--- config.mk ---
export PLATFORM = sky130hd
export DESIGN_NAME = load_align_unit
export DESIGN_NICKNAME = d
export VERILOG_FILES = /design/src/rtl/load_align_unit_pkg.sv /design/src/rtl/load_align_unit_extract.sv /design/src/rtl/load_align_unit.sv
export SDC_FILE = /design/constraint.sdc
export NUM_CORES = 1
export LEC_CHECK = 0
export CAP_MARGIN = 20
export CORE_MARGIN = 1.5
export CORE_UTILIZATION = 50
export DETAILED_ROUTE_END_ITERATION = 6
export GPL_ROUTABILITY_DRIVEN = 0
export PLACE_DENSITY_LB_ADDON = 0.05
export SYNTH_ARGS = -nofsm -noshare
export SYNTH_HDL_FRONTEND = slang
export SYNTH_SLANG_ARGS = --single-unit
--- constraint.sdc ---
create_clock -name clk -period 3.9 [get_ports clk]
set_clock_uncertainty 0.15 [all_clocks]
set_input_delay 1.17 -clock clk [delete_from_list [all_inputs] [get_ports clk]]
set_output_delay 1.17 -clock clk [all_outputs]
set_load 0.03 [all_outputs]
--- src/rtl/load_align_unit_pkg.sv ---
// CorePack: shared core types for the memory stage (access ops, data/address widths,
// load unit state encoding for debug/trace decode).
package CorePack;

  typedef logic [63:0] data_t;
  typedef logic [63:0] addr_t;

  typedef enum logic [2:0] {
    MEM_NONE = 3'd0,
    MEM_B    = 3'd1,
    MEM_H    = 3'd2,
    MEM_W    = 3'd3,
    MEM_D    = 3'd4
  } mem_op_enum;

  typedef enum logic [1:0] {
    IDLE = 2'd0,
    RD0  = 2'd1,
    RD1  = 2'd2,
    RESP = 2'd3
  } load_state_enum;

  // Access size in bytes; 0 marks an op that performs no memory access.
  function automatic logic [3:0] op_bytes(input mem_op_enum op);
    case (op)
      MEM_B:   return 4'd1;
      MEM_H:   return 4'd2;
      MEM_W:   return 4'd4;
      MEM_D:   return 4'd8;
      default: return 4'd0;
    endcase
  endfunction

endpackage

--- src/rtl/load_align_unit_extract.sv ---
// load_extract: selects the addressed bytes from a {beat1, beat0} pair and
// sign- or zero-extends them to 64 bits. Purely combinational.
module load_extract
  import CorePack::*;
(
  input  logic [127:0] i_beats,
  input  logic [2:0]   i_offset,
  input  mem_op_enum   i_op,
  input  logic         i_unsigned,
  output data_t        o_data
);

  data_t w_window;
  logic  w_sign;

  assign w_window = 64'(i_beats >> {i_offset, 3'b000});

  always_comb begin
    // NOTE: defaults first so every path assigns each output and no latch is inferred.
    o_data = '0;
    w_sign = 1'b0;
    case (i_op)
      MEM_B: begin
        w_sign = ~i_unsigned & w_window[7];
        o_data = {{56{w_sign}}, w_window[7:0]};
      end
      MEM_H: begin
        w_sign = ~i_unsigned & w_window[15];
        o_data = {{48{w_sign}}, w_window[15:0]};
      end
      MEM_W: begin
        w_sign = ~i_unsigned & w_window[31];
        o_data = {{32{w_sign}}, w_window[31:0]};
      end
      MEM_D:   o_data = w_window;
      default: o_data = '0;
    endcase
  end

endmodule

--- src/rtl/load_align_unit.sv ---
// Memory-stage load unit: aligned 64-bit reads, byte extraction and extension.
// Build option MISALIGN_SPLIT_EN: split boundary-crossing loads into two beats instead of faulting.
module load_align_unit
  import CorePack::*;
(
  input  logic       clk,
  input  logic       rstn,
  input  logic       req_valid,
  output logic       req_ready,
  input  mem_op_enum req_op,
  input  logic       req_unsigned,
  input  addr_t      req_addr,
  output logic       dmem_ren,
  output addr_t      dmem_raddr,
  input  logic       dmem_rvalid,
  input  data_t      dmem_rdata,
  output logic       resp_valid,
  input  logic       resp_ready,
  output data_t      resp_data,
  output logic       resp_err
);

  load_state_enum r_state;
  load_state_enum w_next_state;

  logic        r_alive;
  mem_op_enum  r_op;
  logic        r_unsigned;
  logic [2:0]  r_offset;
  addr_t       r_raddr;
  data_t       r_resp_data;
`ifdef MISALIGN_SPLIT_EN
  logic        r_cross;
  data_t       r_beat0;
`else
  logic        r_resp_err;
`endif

  logic         w_accept;
  logic [3:0]   w_bytes;
  logic [3:0]   w_end;
  logic         w_is_load;
  logic         w_cross;
  logic [127:0] w_beats;
  data_t        w_extracted;

  // Offset plus size tops out at 7 + 8 = 15, so four bits hold it without overflow.
  assign w_bytes   = op_bytes(req_op);
  assign w_is_load = (w_bytes != 4'd0);
  assign w_end     = {1'b0, req_addr[2:0]} + w_bytes;
  assign w_cross   = (w_end > 4'd8);

  assign req_ready  = r_alive && (r_state == IDLE);
  assign w_accept   = req_valid && req_ready;
  assign dmem_ren   = (r_state == RD0) || (r_state == RD1);
  assign dmem_raddr = r_raddr;
  assign resp_valid = (r_state == RESP);
  assign resp_data  = r_resp_data;
`ifdef MISALIGN_SPLIT_EN
  assign resp_err   = 1'b0;
  assign w_beats    = (r_state == RD1) ? {dmem_rdata, r_beat0} : {64'd0, dmem_rdata};
`else
  assign resp_err   = r_resp_err;
  assign w_beats    = {64'd0, dmem_rdata};
`endif

  load_extract u_extract (
    .i_beats    (w_beats),
    .i_offset   (r_offset),
    .i_op       (r_op),
    .i_unsigned (r_unsigned),
    .o_data     (w_extracted)
  );

  always_ff @(posedge clk or negedge rstn) begin
    // NOTE: non-blocking assignments so every register samples pre-edge values.
    if (!rstn) r_state <= IDLE;
    else       r_state <= w_next_state;
  end

  always_comb begin
    w_next_state = r_state;
    case (r_state)
      IDLE: begin
        if (w_accept) begin
          if (!w_is_load) begin
            w_next_state = RESP;
          end else begin
`ifdef MISALIGN_SPLIT_EN
            w_next_state = RD0;
`else
            w_next_state = w_cross ? RESP : RD0;
`endif
          end
        end
      end
      RD0: begin
        if (dmem_rvalid) begin
`ifdef MISALIGN_SPLIT_EN
          w_next_state = r_cross ? RD1 : RESP;
`else
          w_next_state = RESP;
`endif
        end
      end
`ifdef MISALIGN_SPLIT_EN
      RD1: begin
        if (dmem_rvalid) w_next_state = RESP;
      end
`endif
      RESP: begin
        if (resp_ready) w_next_state = IDLE;
      end
      default: w_next_state = IDLE;
    endcase
  end

  // The response registers only load on entry to RESP, which keeps them stable under backpressure.
  always_ff @(posedge clk or negedge rstn) begin
    if (!rstn) begin
      r_alive     <= 1'b0;
      r_op        <= MEM_NONE;
      r_unsigned  <= 1'b0;
      r_offset    <= 3'd0;
      r_raddr     <= '0;
      r_resp_data <= '0;
`ifdef MISALIGN_SPLIT_EN
      r_cross     <= 1'b0;
      r_beat0     <= '0;
`else
      r_resp_err  <= 1'b0;
`endif
    end else begin
      r_alive <= 1'b1;
      case (r_state)
        IDLE: begin
          if (w_accept) begin
            r_op       <= req_op;
            r_unsigned <= req_unsigned;
            r_offset   <= req_addr[2:0];
`ifdef MISALIGN_SPLIT_EN
            r_cross    <= w_cross;
`endif
            if (w_next_state == RD0) begin
              r_raddr <= {req_addr[63:3], 3'b000};
            end else begin
              r_resp_data <= '0;
`ifndef MISALIGN_SPLIT_EN
              r_resp_err  <= w_is_load;
`endif
            end
          end
        end
        RD0: begin
          if (dmem_rvalid) begin
`ifdef MISALIGN_SPLIT_EN
            if (r_cross) begin
              r_beat0 <= dmem_rdata;
              r_raddr <= r_raddr + 64'd8;
            end else begin
              r_resp_data <= w_extracted;
            end
`else
            r_resp_data <= w_extracted;
            r_resp_err  <= 1'b0;
`endif
          end
        end
`ifdef MISALIGN_SPLIT_EN
        RD1: begin
          if (dmem_rvalid) r_resp_data <= w_extracted;
        end
`endif
        default: ;
      endcase
    end
  end

endmodule

==> impl_metrics.prom, run 1 <==
# TYPE chip_impl_metric gauge
chip_impl_info{name="run_status",value="completed"} 1
chip_impl_metric{name="boundaryPins",unit=""} 269
chip_impl_metric{name="cp.required",unit="ns"} 4.06
chip_impl_info{name="synth_most_common_cell",value="sky130_fd_sc_hd__dfrtp_1"} 1
chip_impl_metric{name="report.final.hold_viol_count",unit=""} 0
chip_impl_metric{name="drtPass1Iterations",unit=""} 5
chip_impl_info{name="timing.critical_path.from_type",value="input port"} 1
chip_impl_metric{name="gr-total-overflow",unit=""} 0
chip_impl_metric{name="initial_core_util",unit=""} 0.512
chip_impl_info{name="criticalPathCategory",value="input port to flip-flop"} 1
chip_impl_metric{name="path_max_fanout",unit=""} 10
chip_impl_metric{name="clock_path_buffers",unit=""} 2
chip_impl_info{name="min_path_type",value="flip-flop to flip-flop"} 1
chip_impl_metric{name="synth_top_cell_area_share",unit=""} 0.437
chip_impl_metric{name="detail-route-antenna-nets",unit=""} 0
chip_impl_metric{name="post_synth.cell_area_avg",unit="µm²"} 11.5
chip_impl_metric{name="filler_cell_count",unit=""} 1044
chip_impl_metric{name="global_route.usage.total",unit=""} 0.307
chip_impl_metric{name="vias_in_the_first_global_route",unit=""} 6871
chip_impl_metric{name="synthesis.instances",unit=""} 679
chip_impl_metric{name="worst_pin_slew",unit="ns"} 0.895
chip_impl_metric{name="power.static_leakage",unit="nW"} 4.96
chip_impl_metric{name="ir_drop",unit="mV"} 0.530
chip_impl_metric{name="synth_cell_types",unit=""} 54
chip_impl_metric{name="multi_input_area",unit="µm²"} 3910
chip_impl_metric{name="synth_async_sr_flop_share",unit=""} 1.00
chip_impl_metric{name="route.detailed.vias_per_inst",unit=""} 5.83
chip_impl_info{name="synth.area.top_cells",value="sky130_fd_sc_hd__dfrtp_1, sky130_fd_sc_hd__mux2_4, sky130_fd_sc_hd__mux2i_1"} 1
chip_impl_metric{name="post_synth_instance_area",unit="µm²"} 7780
chip_impl_metric{name="core_region_area",unit="µm²"} 15200
chip_impl_metric{name="synth_edf_count",unit=""} 0
chip_impl_metric{name="htree_levels",unit=""} 4
chip_impl_metric{name="drt_first_iter_violations",unit=""} 466
chip_impl_metric{name="hold_buffers",unit=""} 0
chip_impl_metric{name="synth_register_bits",unit=""} 136
chip_impl_metric{name="fraction_of_layout_cells_with_a_size_suffix_above_1",unit=""} 0.174
chip_impl_metric{name="synthToLayoutAreaGrowth",unit="%"} 44.5
chip_impl_info{name="highest-signal-layer",value="met4"} 1
chip_impl_metric{name="min_delay_path_depth",unit=""} 1
chip_impl_metric{name="final_period_minus_worst_setup_slack",unit="ns"} 3.78
chip_impl_info{name="ys_top_cells_by_count",value="sky130_fd_sc_hd__dfrtp_1, sky130_fd_sc_hd__mux2i_1, sky130_fd_sc_hd__a21oi_1"} 1
chip_impl_metric{name="core.rowCount",unit=""} 45
chip_impl_metric{name="fmax",unit="MHz"} 264
chip_impl_metric{name="slew_headroom",unit=""} 0.404
chip_impl_metric{name="placed_cells",unit=""} 1098
chip_impl_metric{name="insertion_delay",unit="ns"} 0.42
chip_impl_metric{name="cts.reportedPaths.clkPinSlew",unit="ns"} 0.06
chip_impl_metric{name="finalSetupViolations",unit=""} 0
chip_impl_metric{name="post-route-period-util",unit=""} 0.970
chip_impl_info{name="synthFlopType",value="sky130_fd_sc_hd__dfrtp_1"} 1
chip_impl_metric{name="remaining_drc_errors",unit=""} 0
chip_impl_metric{name="ys_seq_area_frac",unit=""} 0.437
chip_impl_info{name="tritoncts_clock_tree",value="yes"} 1
chip_impl_metric{name="power.total",unit="mW"} 10.6
chip_impl_metric{name="die_width",unit="µm"} 128
chip_impl_metric{name="design.die.area",unit="µm²"} 16300
chip_impl_metric{name="worst_r2r_path_depth",unit=""} 7
chip_impl_metric{name="antenna_cells_inserted",unit=""} 0
chip_impl_metric{name="clock_tree_sinks",unit=""} 136
chip_impl_metric{name="ys.warnings.count",unit=""} 0
chip_impl_metric{name="met2_length",unit="µm"} 11700
chip_impl_metric{name="grt_pass1_wl",unit="µm"} 38100
chip_impl_metric{name="seqCellArea",unit="µm²"} 3410
chip_impl_metric{name="fin_util",unit=""} 0.739
chip_impl_metric{name="power.density_cell_area",unit="nW/µm²"} 943
chip_impl_metric{name="drt-wirelength-per-cell",unit="µm"} 21.9
chip_impl_metric{name="routed_wirelength",unit="µm"} 24900
chip_impl_metric{name="die_y",unit="µm"} 128
chip_impl_metric{name="final_nets",unit=""} 1080
chip_impl_metric{name="route.met3.wl",unit="µm"} 2160
chip_impl_metric{name="dp_hpwl",unit="µm"} 17100
chip_impl_metric{name="grt_max_degree",unit=""} 68
chip_impl_info{name="critical_path_endpoint_category",value="flip-flop"} 1
chip_impl_info{name="synth.largest_area_cell",value="sky130_fd_sc_hd__dfrtp_1"} 1
chip_impl_metric{name="cts_buffer_count",unit=""} 17
chip_impl_metric{name="final-max-slew-violation-count",unit=""} 0
chip_impl_metric{name="initial_antenna_violation_count",unit=""} 0
chip_impl_metric{name="io_buffer_count",unit=""} 265
chip_impl_metric{name="wirelength_met1",unit="µm"} 10100
chip_impl_info{name="root_buffer",value="sky130_fd_sc_hd__clkbuf_16"} 1
chip_impl_metric{name="layoutNonFillerInstCount",unit=""} 1136
chip_impl_metric{name="vias",unit=""} 6620
chip_impl_info{name="unrepaired_setup_endpoints_after_global_routing",value="false"} 1
chip_impl_metric{name="critPathArrivalTime",unit="ns"} 3.94
chip_impl_metric{name="max_cap_violations",unit=""} 0
## area by class of cell
cell class              instances  area share
clock buffers                  20      0.0397
clock inverters                12      0.0106
inverters                      21     0.00701
multi-input cells             465       0.348
flip-flops and latches        136       0.303
well taps                     188      0.0209
repair buffers                294       0.270
## worst paths after layout
kind,from,endpoint,slack (ns)
setup / recovery,req_op[2],dmem_raddr[48]$_DFFE_PN0P_,0.12
hold / removal,resp_data[60]$_DFFE_PN0P_,resp_data[60]$_DFFE_PN0P_,0.34
setup reg to reg,r_offset[2]$_DFFE_PN0P_,resp_data[26]$_DFFE_PN0P_,0.81
hold reg to reg,resp_data[60]$_DFFE_PN0P_,resp_data[60]$_DFFE_PN0P_,0.34
max in group asynchronous,rstn,resp_data[54]$_DFFE_PN0P_,2.26
min in group asynchronous,rstn,r_op[1]$_DFFE_PN0P_,0.49
## power by group
group / switching [mW] / total, mW / internal (mW)
logic: 3.53 / 6.37 / 2.84
registers: 0.573 / 2.66 / 2.09
clock network: 0.662 / 1.56 / 0.902
## state kept, by name (all words and copies together), names as in the netlist
signal,count
r_op,3
r_offset,3
r_alive,1
resp_data,64
r_unsigned,1
dmem_raddr,61
resp_err,1
r_state,2
## critical path, cell delays in order
cell and delay, ns:
sky130_fd_sc_hd__dlygate4sd2_1 0.26, sky130_fd_sc_hd__nor3b_2 0.19, sky130_fd_sc_hd__ha_2 0.20, sky130_fd_sc_hd__inv_1 0.06, sky130_fd_sc_hd__fa_2 0.39, sky130_fd_sc_hd__xor2_1 0.17, sky130_fd_sc_hd__nand3b_1 0.11, sky130_fd_sc_hd__or4b_4 0.47
sky130_fd_sc_hd__o211ai_2 0.09, sky130_fd_sc_hd__or3_4 0.22, sky130_fd_sc_hd__bufbuf_16 0.31, sky130_fd_sc_hd__mux2_4 0.30
## stage by stage
step	worst slack [ns]	area [µm²]	hold WS, ns	setup TNS [ns]
4_1_cts	0.00344	11200	0.343	0
5_1_grt	0.0215	11200	0.357	0
2_1_floorplan	0.178	7790	0.380	0
3_3_place_gp	-0.423	10500	0.324	-39.76
3_5_place_dp	-0.536	10500	0.325	-52.95
6_report	0.116	11200	0.338	0
## routing by layer
metal / vias to the layer above / GRT usage
met5: - / 0
met4: 0 / 0.136
met3: 61 / 0.0826
met2: 367 / 0.490
met1: 3200 / 0.394
li1: 2992 / -
## cells by family after synthesis
| group | count (synthesis) | share of synthesized area |
|---|---|---|
| simple gates | 115 | 0.0783 |
| buf+inv | 80 | 0.0640 |
| fa+ha+maj | 8 | 0.0138 |
| flops | 136 | 0.437 |
| xor+xnor | 2 | 0.00225 |
| compound gates | 177 | 0.156 |
| other cells | 2 | 0.000965 |
| mux | 159 | 0.247 |
## cell usage in the layout, fill, tap and decap left out, types with 2 or more instances in the layout
cell                                n
sky130_fd_sc_hd__buf_16             3
sky130_fd_sc_hd__o21ai_1            2
sky130_fd_sc_hd__dlygate4sd2_1      4
sky130_fd_sc_hd__mux2_2            26
sky130_fd_sc_hd__a211oi_1          21
sky130_fd_sc_hd__buf_6              2
sky130_fd_sc_hd__a31oi_1            2
sky130_fd_sc_hd__or2_2              2
sky130_fd_sc_hd__clkbuf_1           2
sky130_fd_sc_hd__nand2b_1          12
sky130_fd_sc_hd__a21oi_1           64
sky130_fd_sc_hd__mux2i_1           73
sky130_fd_sc_hd__o2bb2ai_1         48
sky130_fd_sc_hd__o22ai_1           16
sky130_fd_sc_hd__nor2_1            30
sky130_fd_sc_hd__inv_6              4
sky130_fd_sc_hd__o21ai_0            3
sky130_fd_sc_hd__nor2b_1           18
sky130_fd_sc_hd__buf_4             17
sky130_fd_sc_hd__ha_1               6
sky130_fd_sc_hd__conb_1             4
sky130_fd_sc_hd__dfrtp_1          134
sky130_fd_sc_hd__clkdlybuf4s50_1  260
sky130_fd_sc_hd__clkbuf_16         17
sky130_fd_sc_hd__nor3_1             2
sky130_fd_sc_hd__buf_12             6
sky130_fd_sc_hd__nand3_1            8
sky130_fd_sc_hd__and2_1             2
sky130_fd_sc_hd__mux2_4            60
sky130_fd_sc_hd__nand4b_1           2
sky130_fd_sc_hd__clkinvlp_4         6
sky130_fd_sc_hd__a22oi_1           14
sky130_fd_sc_hd__inv_1             21
sky130_fd_sc_hd__nand3_2            2
sky130_fd_sc_hd__nand2_1           22
## what timing repair did
item	CTS	global route
gates resized for setup	13	1
endpoints found under the hold margin	0	0
pin swaps	6	4
setup endpoints to repair	69	35
buffers inserted	3	0
gates cloned	3	0
Note: power is estimated with default switching activity, not from simulation.
==> inputs of run 2 (changes only) <==
Settings changed: CTS_CLUSTER_SIZE set to 30.
==> results of run 2 <==
Same layout as run 1: the final DEF is identical, and so are final timing and power.
